[src/rtl/ads1675_tx_emulator_if.sv]
// Sample-feed handshake into the ADS1675 transmit emulator.
interface ads1675_tx_emulator_if #(
  parameter int DW = 24
);
  logic [DW-1:0] s_data;
  logic          s_valid;
  logic          s_ready;

  modport master (output s_data, output s_valid, input s_ready);
  modport slave  (input s_data, input s_valid, output s_ready);
endinterface

[src/rtl/ads1675_tx_emulator.sv]
// ADS1675 serial-output emulator: sclk/drdy/dout frames from handshaked samples.
// Optional ADS1675_EMU_RAMP_EN replaces s_data with an internal per-frame ramp.
module ads1675_tx_emulator #(
  parameter int DW         = 24,
  parameter int SCLK_DIV   = 2,
  parameter int FRAME_SCLK = 32
) (
  input  logic        clk,
  input  logic        rst,
  input  logic        en,
  input  logic        start,
  input  logic        pown,
  input  logic        cs_n,
  ads1675_tx_emulator_if.slave s,
  output logic        sclk,
  output logic        drdy,
  output logic        dout,
  output logic        underrun,
  output logic [15:0] frame_cnt
);
  localparam int BW   = $clog2(FRAME_SCLK);
  localparam int DIVW = $clog2(SCLK_DIV + 1);
  localparam logic [BW-1:0]   BIT_LAST = BW'(FRAME_SCLK - 1);
  localparam logic [DIVW-1:0] DIV_LAST = DIVW'(SCLK_DIV - 1);

  logic            sclk_q, sclk_d;
  logic            drdy_q, drdy_d;
  logic            dout_q, dout_d;
  logic            underrun_q, underrun_d;
  logic [15:0]     frame_cnt_q, frame_cnt_d;
  logic [DW-1:0]   hold_q, hold_d;
  logic [DIVW-1:0] div_cnt_q, div_cnt_d;
  logic [BW-1:0]   bit_cnt_q, bit_cnt_d;

  logic          run, tick, rise, fstart;
  logic          src_ok;
  logic [DW-1:0] src, nxt, shifted;
  logic [BW-1:0] bit_nx;

  assign run    = en & start & pown;
  assign tick   = (div_cnt_q == DIV_LAST);
  assign rise   = run & tick & ~sclk_q;
  assign fstart = rise & (bit_cnt_q == BIT_LAST);
  // Ready is the decode of the cycle just before the frame-start edge.
  assign s.s_ready = fstart & ~rst;

`ifdef ADS1675_EMU_RAMP_EN
  logic [DW-1:0] ramp_q, ramp_d;
  logic          unused_src;
  assign unused_src = ^{s.s_data, s.s_valid};
  assign src    = ramp_q;
  assign src_ok = 1'b1;
`else
  assign src    = s.s_data;
  assign src_ok = s.s_valid;
`endif

  always_comb begin
    sclk_d      = sclk_q;
    drdy_d      = drdy_q;
    dout_d      = dout_q;
    underrun_d  = 1'b0;
    frame_cnt_d = frame_cnt_q;
    hold_d      = hold_q;
    div_cnt_d   = div_cnt_q;
    bit_cnt_d   = bit_cnt_q;
    nxt         = hold_q;
    bit_nx      = bit_cnt_q + 1'b1;
    // Bits past DW shift out as zero, giving the idle tail of the frame.
    shifted     = hold_q << bit_nx;
`ifdef ADS1675_EMU_RAMP_EN
    ramp_d      = ramp_q;
`endif
    if (!run) begin
      sclk_d      = 1'b0;
      drdy_d      = 1'b0;
      dout_d      = 1'b0;
      frame_cnt_d = '0;
      div_cnt_d   = '0;
      bit_cnt_d   = BIT_LAST;
`ifdef ADS1675_EMU_RAMP_EN
      ramp_d      = '0;
`endif
    end else begin
      div_cnt_d = tick ? '0 : div_cnt_q + 1'b1;
      if (tick) sclk_d = ~sclk_q;
      if (fstart) begin
        nxt         = src_ok ? src : hold_q;
        hold_d      = nxt;
        underrun_d  = ~src_ok;
        drdy_d      = 1'b1;
        dout_d      = nxt[DW-1] & ~cs_n;
        bit_cnt_d   = '0;
        frame_cnt_d = frame_cnt_q + 16'd1;
`ifdef ADS1675_EMU_RAMP_EN
        ramp_d      = ramp_q + 1'b1;
`endif
      end else if (rise) begin
        bit_cnt_d = bit_nx;
        drdy_d    = 1'b0;
        dout_d    = shifted[DW-1] & ~cs_n;
      end
    end
  end

  always_ff @(posedge clk) begin
    if (rst) begin
      sclk_q      <= 1'b0;
      drdy_q      <= 1'b0;
      dout_q      <= 1'b0;
      underrun_q  <= 1'b0;
      frame_cnt_q <= '0;
      hold_q      <= '0;
      div_cnt_q   <= '0;
      bit_cnt_q   <= BIT_LAST;
`ifdef ADS1675_EMU_RAMP_EN
      ramp_q      <= '0;
`endif
    end else begin
      sclk_q      <= sclk_d;
      drdy_q      <= drdy_d;
      dout_q      <= dout_d;
      underrun_q  <= underrun_d;
      frame_cnt_q <= frame_cnt_d;
      hold_q      <= hold_d;
      div_cnt_q   <= div_cnt_d;
      bit_cnt_q   <= bit_cnt_d;
`ifdef ADS1675_EMU_RAMP_EN
      ramp_q      <= ramp_d;
`endif
    end
  end

  assign sclk      = sclk_q;
  assign drdy      = drdy_q;
  assign dout      = dout_q;
  assign underrun  = underrun_q;
  assign frame_cnt = frame_cnt_q;
endmodule

[src/flat_wrapper.sv]
// flat-port wrapper written by rule: the top's interface ports become plain ports
module ads1675_tx_emulator_flat 
#(
  parameter int DW         = 24,
  parameter int SCLK_DIV   = 2,
  parameter int FRAME_SCLK = 32
)
  (clk, rst, en, start, pown, cs_n, sclk, drdy, dout, underrun, frame_cnt, s_s_data, s_s_valid, s_s_ready);
  ads1675_tx_emulator_if #(.DW(DW)) s_i ();
  input  logic clk;
  input  logic rst;
  input  logic en;
  input  logic start;
  input  logic pown;
  input  logic cs_n;
  output logic sclk;
  output logic drdy;
  output logic dout;
  output logic underrun;
  output logic [15:0] frame_cnt;
  input wire logic [$bits(s_i.s_data)-1:0] s_s_data;
  input wire logic [$bits(s_i.s_valid)-1:0] s_s_valid;
  output wire logic [$bits(s_i.s_ready)-1:0] s_s_ready;
  assign s_i.s_data = s_s_data;
  assign s_i.s_valid = s_s_valid;
  assign s_s_ready = s_i.s_ready;
  ads1675_tx_emulator #(.DW(DW), .SCLK_DIV(SCLK_DIV), .FRAME_SCLK(FRAME_SCLK)) u_core (.clk(clk), .rst(rst), .en(en), .start(start), .pown(pown), .cs_n(cs_n), .s(s_i), .sclk(sclk), .drdy(drdy), .dout(dout), .underrun(underrun), .frame_cnt(frame_cnt));
endmodule
[config.mk]
export PLATFORM = sky130hd
export DESIGN_NAME = ads1675_tx_emulator_flat
export DESIGN_NICKNAME = d
export VERILOG_FILES = /design/src/rtl/ads1675_tx_emulator_if.sv /design/src/rtl/ads1675_tx_emulator.sv /design/src/flat_wrapper.sv
export SDC_FILE = /design/constraint.sdc
export NUM_CORES = 1
export LEC_CHECK = 0
export ABC_AREA = 0
export CAP_MARGIN = 20
export CORE_MARGIN = 5
export CORE_UTILIZATION = 45
export CTS_CLUSTER_DIAMETER = 40
export DETAILED_ROUTE_END_ITERATION = 8
export PLACE_DENSITY = 0.86
export SLEW_MARGIN = 5
export SYNTH_ARGS = -nofsm -noshare
export SYNTH_HDL_FRONTEND = slang
export SYNTH_SLANG_ARGS = --single-unit
[constraint.sdc]
create_clock -name clk -period 2 [get_ports clk]
set_input_delay 0.6 -clock clk [delete_from_list [all_inputs] [get_ports clk]]
set_output_delay 0.6 -clock clk [all_outputs]
set_load 0.05 [all_outputs]
---- After elaboration in Yosys (flattened, before gate mapping) ----
Cells that the tools add are included.
word-level totals
  word-level logic and storage cells ...... 42
  register bits after elaboration ......... 51
  input port bits ......................... 31
cells by class
  bitwise gates (word level) .............. 14
  shift operators ......................... 1
  muxes and demuxes ....................... 7
  add/sub/neg operators ................... 3
  eq/ne operators ......................... 2
  reductions and logical operators ........ 6
operators by type and width
  cell                                                  number
  two-way mux 24 bit                                    1
  left shift 24 x 5 -> 24 bit                           1
  adder 16 x 1 -> 16 bit (second input constant)        1
  two-way mux 5 bit                                     2
  bitwise AND 1 bit                                     8
  inverter 1 bit                                        6
  OR reduction 3 bit                                    2
  adder 5 x 1 -> 5 bit (second input constant)          1
  equality test 5 bit (second input constant)           1
  two-way mux 1 bit                                     4
  AND reduction 3 bit                                   1
  adder 2 x 1 -> 2 bit (second input constant)          1
  equality test 2 x 1 -> 1 bit (second input constant)  1
  AND reduction 2 bit                                   1
  nonzero test 2 bit                                    1
  OR reduction 2 bit                                    1

---- Logic depth before layout (Yosys ltp) ----
  word-level depth ........................ 7
  depth in mapped cells ................... 9
  gate-level depth less buffers ........... 7

---- Worst setup path after synthesis ----
Ideal clock, no wire load.
  path type ............................... register -> output
  from .................................... register u_core.bit_cnt_q[1]
  to ...................................... output port s_s_ready
  stages on the path, launching flop included .. 6
  slack ................................... -0.392 ns
  buffers on the path ..................... 0
  data arrival time ....................... 1.792 ns
  required time ........................... 1.400 ns
  cell sequence ........................... dfxtp_1 -> ha_1 -> and3_2 -> ha_1 -> nand3_1 -> nor2_1
on the way
  longest elaborated chain between the ends .. 3
RTL lines
  item                    line                        text
  from (decl)             ads1675_tx_emulator.sv:33   logic [BW-1:0] bit_cnt_q, bit_cnt_d;
  from (signal assigned)  ads1675_tx_emulator.sv:127  bit_cnt_q <= bit_cnt_d;
  equality test 5 bit     ads1675_tx_emulator.sv:43   assign fstart = rise & (bit_cnt_q == BIT_LAST);
  bitwise AND 1 bit       ads1675_tx_emulator.sv:43
  bitwise AND 1 bit       ads1675_tx_emulator.sv:45   assign s.s_ready = fstart & ~rst;
  to (decl)               flat_wrapper.sv:23          output wire logic [$bits(s_i.s_ready)-1:0] s_s_ready;
No other way between the ends.

---- Worst setup path in the final report ----
  from .................................... register u_core.bit_cnt_q[0]
  to ...................................... output port s_s_ready
The elaborated chain is that of the path after synthesis.

==> impl_metrics.ini <==
[run_status]
outcome = finished, violations left
violations = negative setup slack

[layout]
layout_commonest_cell = nand2_1
drive_gt1_share_pct = 22.8
area_growth_pct = 40.4
n_antenna_cell = 0
final_area_mm2 = 0.00320
fill_cells = 384
final_nets = 380
layout_common_cells = 63 x nand2_1, 49 x dfxtp_1, 46 x buf_4

[clock_network]
clockBufferDepth = 2
cts.hold.buffers_added = 0
clkTransAtPathRegs_ps = 100
insertion_delay_ps = 310
htree_levels = 2
cts_tree = yes
clockRootBuffer = clkbuf_8
clock-sinks = 51
cts_buffers = 5

[die]
die_x_um = 81.2
die-area_mm2 = 0.00659
start_util_pct = 47.3
coreArea_mm2 = 0.00482
row_count = 25
pin_count = 52
die_h_um = 81.2

[routing]
firstDrtPassIters = 4
vias = 2156
drt_iter0_markers = 154
routed_wl_um = 5720
wl_met3_um = 256
drc_errors = 0
ant_nets = 0
top_layer_used = met4
wl_met1_um = 2360
vias_per_cell = 5.22
wl_per_cell_um = 13.9
wl_met2_um = 3010

[critical_path]
worstPathMaxFanout = 2
r2r_end = u_core.bit_cnt_q[2]$_SDFFE_PP1P_
crit_start = u_core.bit_cnt_q[0]$_SDFFE_PP1P_
reg2reg_from = u_core.bit_cnt_q[0]$_SDFFE_PP1P_
setup.worst_path.end_class = output pin
rrSetupSlack_ps = 20
critPathCapture = s_s_ready
arrival_ps = 1490
startpoint_type = flop
reg2reg_depth = 9
path_class = reg -> out
required_ps = 1400

[logic_synthesis]
async_flop_share_pct = 0
synth_edf_count = 0
ys.flop_type = dfxtp_1
syn_nets = 308
yosysTopAreaCellShare_pct = 44.8
yosysTopAreaCell = dfxtp_1
synth_cell_types = 41
ys_ff_latch = 51
netlist_area_mm2 = 0.00228
avgSynthCellArea_um2 = 8.35
yosysSeqAreaShare_pct = 44.8
synth_area_leaders = dfxtp_1 45%, nand2_1 10%, a21oi_1 6.8%
synth_warnings = 0
netlist_instances = 273

[placed_design]
portBuffers = 51
place_area_mm2 = 0.00298
post-dp-hpwl_um = 4090
gp_congestion = 0.815

[sta]
finalCriticalPeriod_ps = 2090
fin_ws_ps = -88.2
clock.fmax_ghz = 0.479
hold_viol_final = 0
period_share_pct = 104
setup_viol = 1
slew_violations = 0
relSlewSlack_pct = 72.0
worstMarginPinSlew_ps = 410
rsz0062_at_grt = yes
finalClockSkew_ps = 13.6
setup-tns-final_ps = -88.2

[global_route]
grt_pass1_wl_um = 9200
grt_antenna_before_repair = 0
grt_max_degree = 24
overflow = 0
track_usage_pct = 17.8
grt_pass1_vias = 2083

[job]
cap_violations = 0

[pwr]
p_leak_nw = 1.13
p_per_area_mw_per_mm2 = 550
ir_drop_v = 0.000388

[min_path]
hold_class = reg -> reg
[logic make-up (layout without fill, tap and decap cells)]
logic type / after synthesis / after routing / synth area share [%]
AO/OA/AOI/OAI: 54 / 54 / 14.3
XOR/XNOR: 15 / 15 / 6.10
adder cells (fa/ha/maj): 4 / 4 / 2.20
buffers and inverters: 17 / 90 / 3.24
flip-flops: 51 / 51 / 44.8
multiplexers: 9 / 9 / 4.28
AND/OR/NAND/NOR: 123 / 123 / 25.0
[final cells by class]
type,instances,area (um^2),share of cell area [%]
multi-input combinational,205,1280,40.0
sequential,51,1020,32.0
timing repair buffer,79,702,21.9
tap,67,83.8,2.62
clock buffer,6,82.6,2.58
clock inverter,2,16.3,0.508
inverter,3,11.3,0.352
[Yosys cell counts (3+ instances only)]
| master | count |
|---|---|
| xnor2_1 | 11 |
| nand4_1 | 4 |
| nor4_1 | 3 |
| clkbuf_1 | 6 |
| a2111oi_0 | 4 |
| and3_1 | 4 |
| mux2_2 | 5 |
| buf_2 | 8 |
| nor3_1 | 8 |
| xor2_1 | 3 |
| o21ai_1 | 3 |
| o22ai_1 | 4 |
| nand2_1 | 63 |
| nor2_1 | 17 |
| a21oi_1 | 31 |
| or3_1 | 4 |
| nand3_1 | 6 |
| nand2b_1 | 3 |
| mux2i_1 | 3 |
| inv_1 | 3 |
| ha_1 | 4 |
| dfxtp_1 | 51 |
[critical path, stage by stage, from the launching register on]
cell and delay (ps):
dfxtp_2 370, ha_4 140, and3_4 180, ha_4 140, nand3_4 70, nor2_4 120, buf_12 140
[power breakdown]
part	leakage [nW]	internal (mW)	total (mW)	switching (mW)
Sequential	0.410	1.02	1.02	0.00131
Combinational	0.674	0.0704	0.112	0.0417
Clock	0.0474	0.283	0.628	0.346
[per-stage QoR]
stage	hold WS [ps]	worst slack, ps	power, mW	instances	utilization [%]
floorplan	404	28.8	1.07	273	-
global placement	412	-413	1.15	399	61.8
detailed placement	425	-433	1.15	399	61.8
CTS	437	-101	1.76	412	65.4
global route	469	-153	1.82	413	66.4
finish	433	-88.2	1.76	413	66.4
[timing repair]
action                                  in CTS  in global routing
resized for setup                           11                  6
pin swaps                                    2                  1
endpoints found under the setup margin       9                 14
buffers inserted                             5                  1
[how the worst min path moves through the flow]
stage | startpoint | endpoint | slack [ps] | cells past startpoint
finish | u_core.div_cnt_q[0]$_SDFF_PP0_ | u_core.div_cnt_q[0]$_SDFF_PP0_ | 430 | 1
global route | u_core.div_cnt_q[0]$_SDFF_PP0_ | u_core.div_cnt_q[0]$_SDFF_PP0_ | 470 | 1
CTS | u_core.div_cnt_q[0]$_SDFF_PP0_ | u_core.div_cnt_q[0]$_SDFF_PP0_ | 440 | 1
detailed placement | u_core.div_cnt_q[0]$_SDFF_PP0_ | u_core.div_cnt_q[0]$_SDFF_PP0_ | 420 | 1
global placement | u_core.div_cnt_q[0]$_SDFF_PP0_ | u_core.div_cnt_q[0]$_SDFF_PP0_ | 410 | 1
floorplan | u_core.div_cnt_q[0]$_SDFF_PP0_ | u_core.div_cnt_q[0]$_SDFF_PP0_ | 400 | 1
[state kept, by name (all words and copies together), names as in the netlist]
register          count
u_core.bit_cnt_q      5
u_core.div_cnt_q      2
u_core.dout           1
u_core.drdy           1
u_core.frame_cnt     16
u_core.hold_q        24
u_core.sclk           1
u_core.underrun       1
[per-layer routing]
| metal | vias to the layer above | global-route usage [%] |
|---|---|---|
| li1 | 1088 | - |
| met1 | 1013 | 20.7 |
| met2 | 47 | 31.9 |
| met3 | 8 | 3.88 |
| met4 | 0 | 6.42 |
| met5 | - | 0 |
Note: power is estimated with default switching activity, not from simulation.
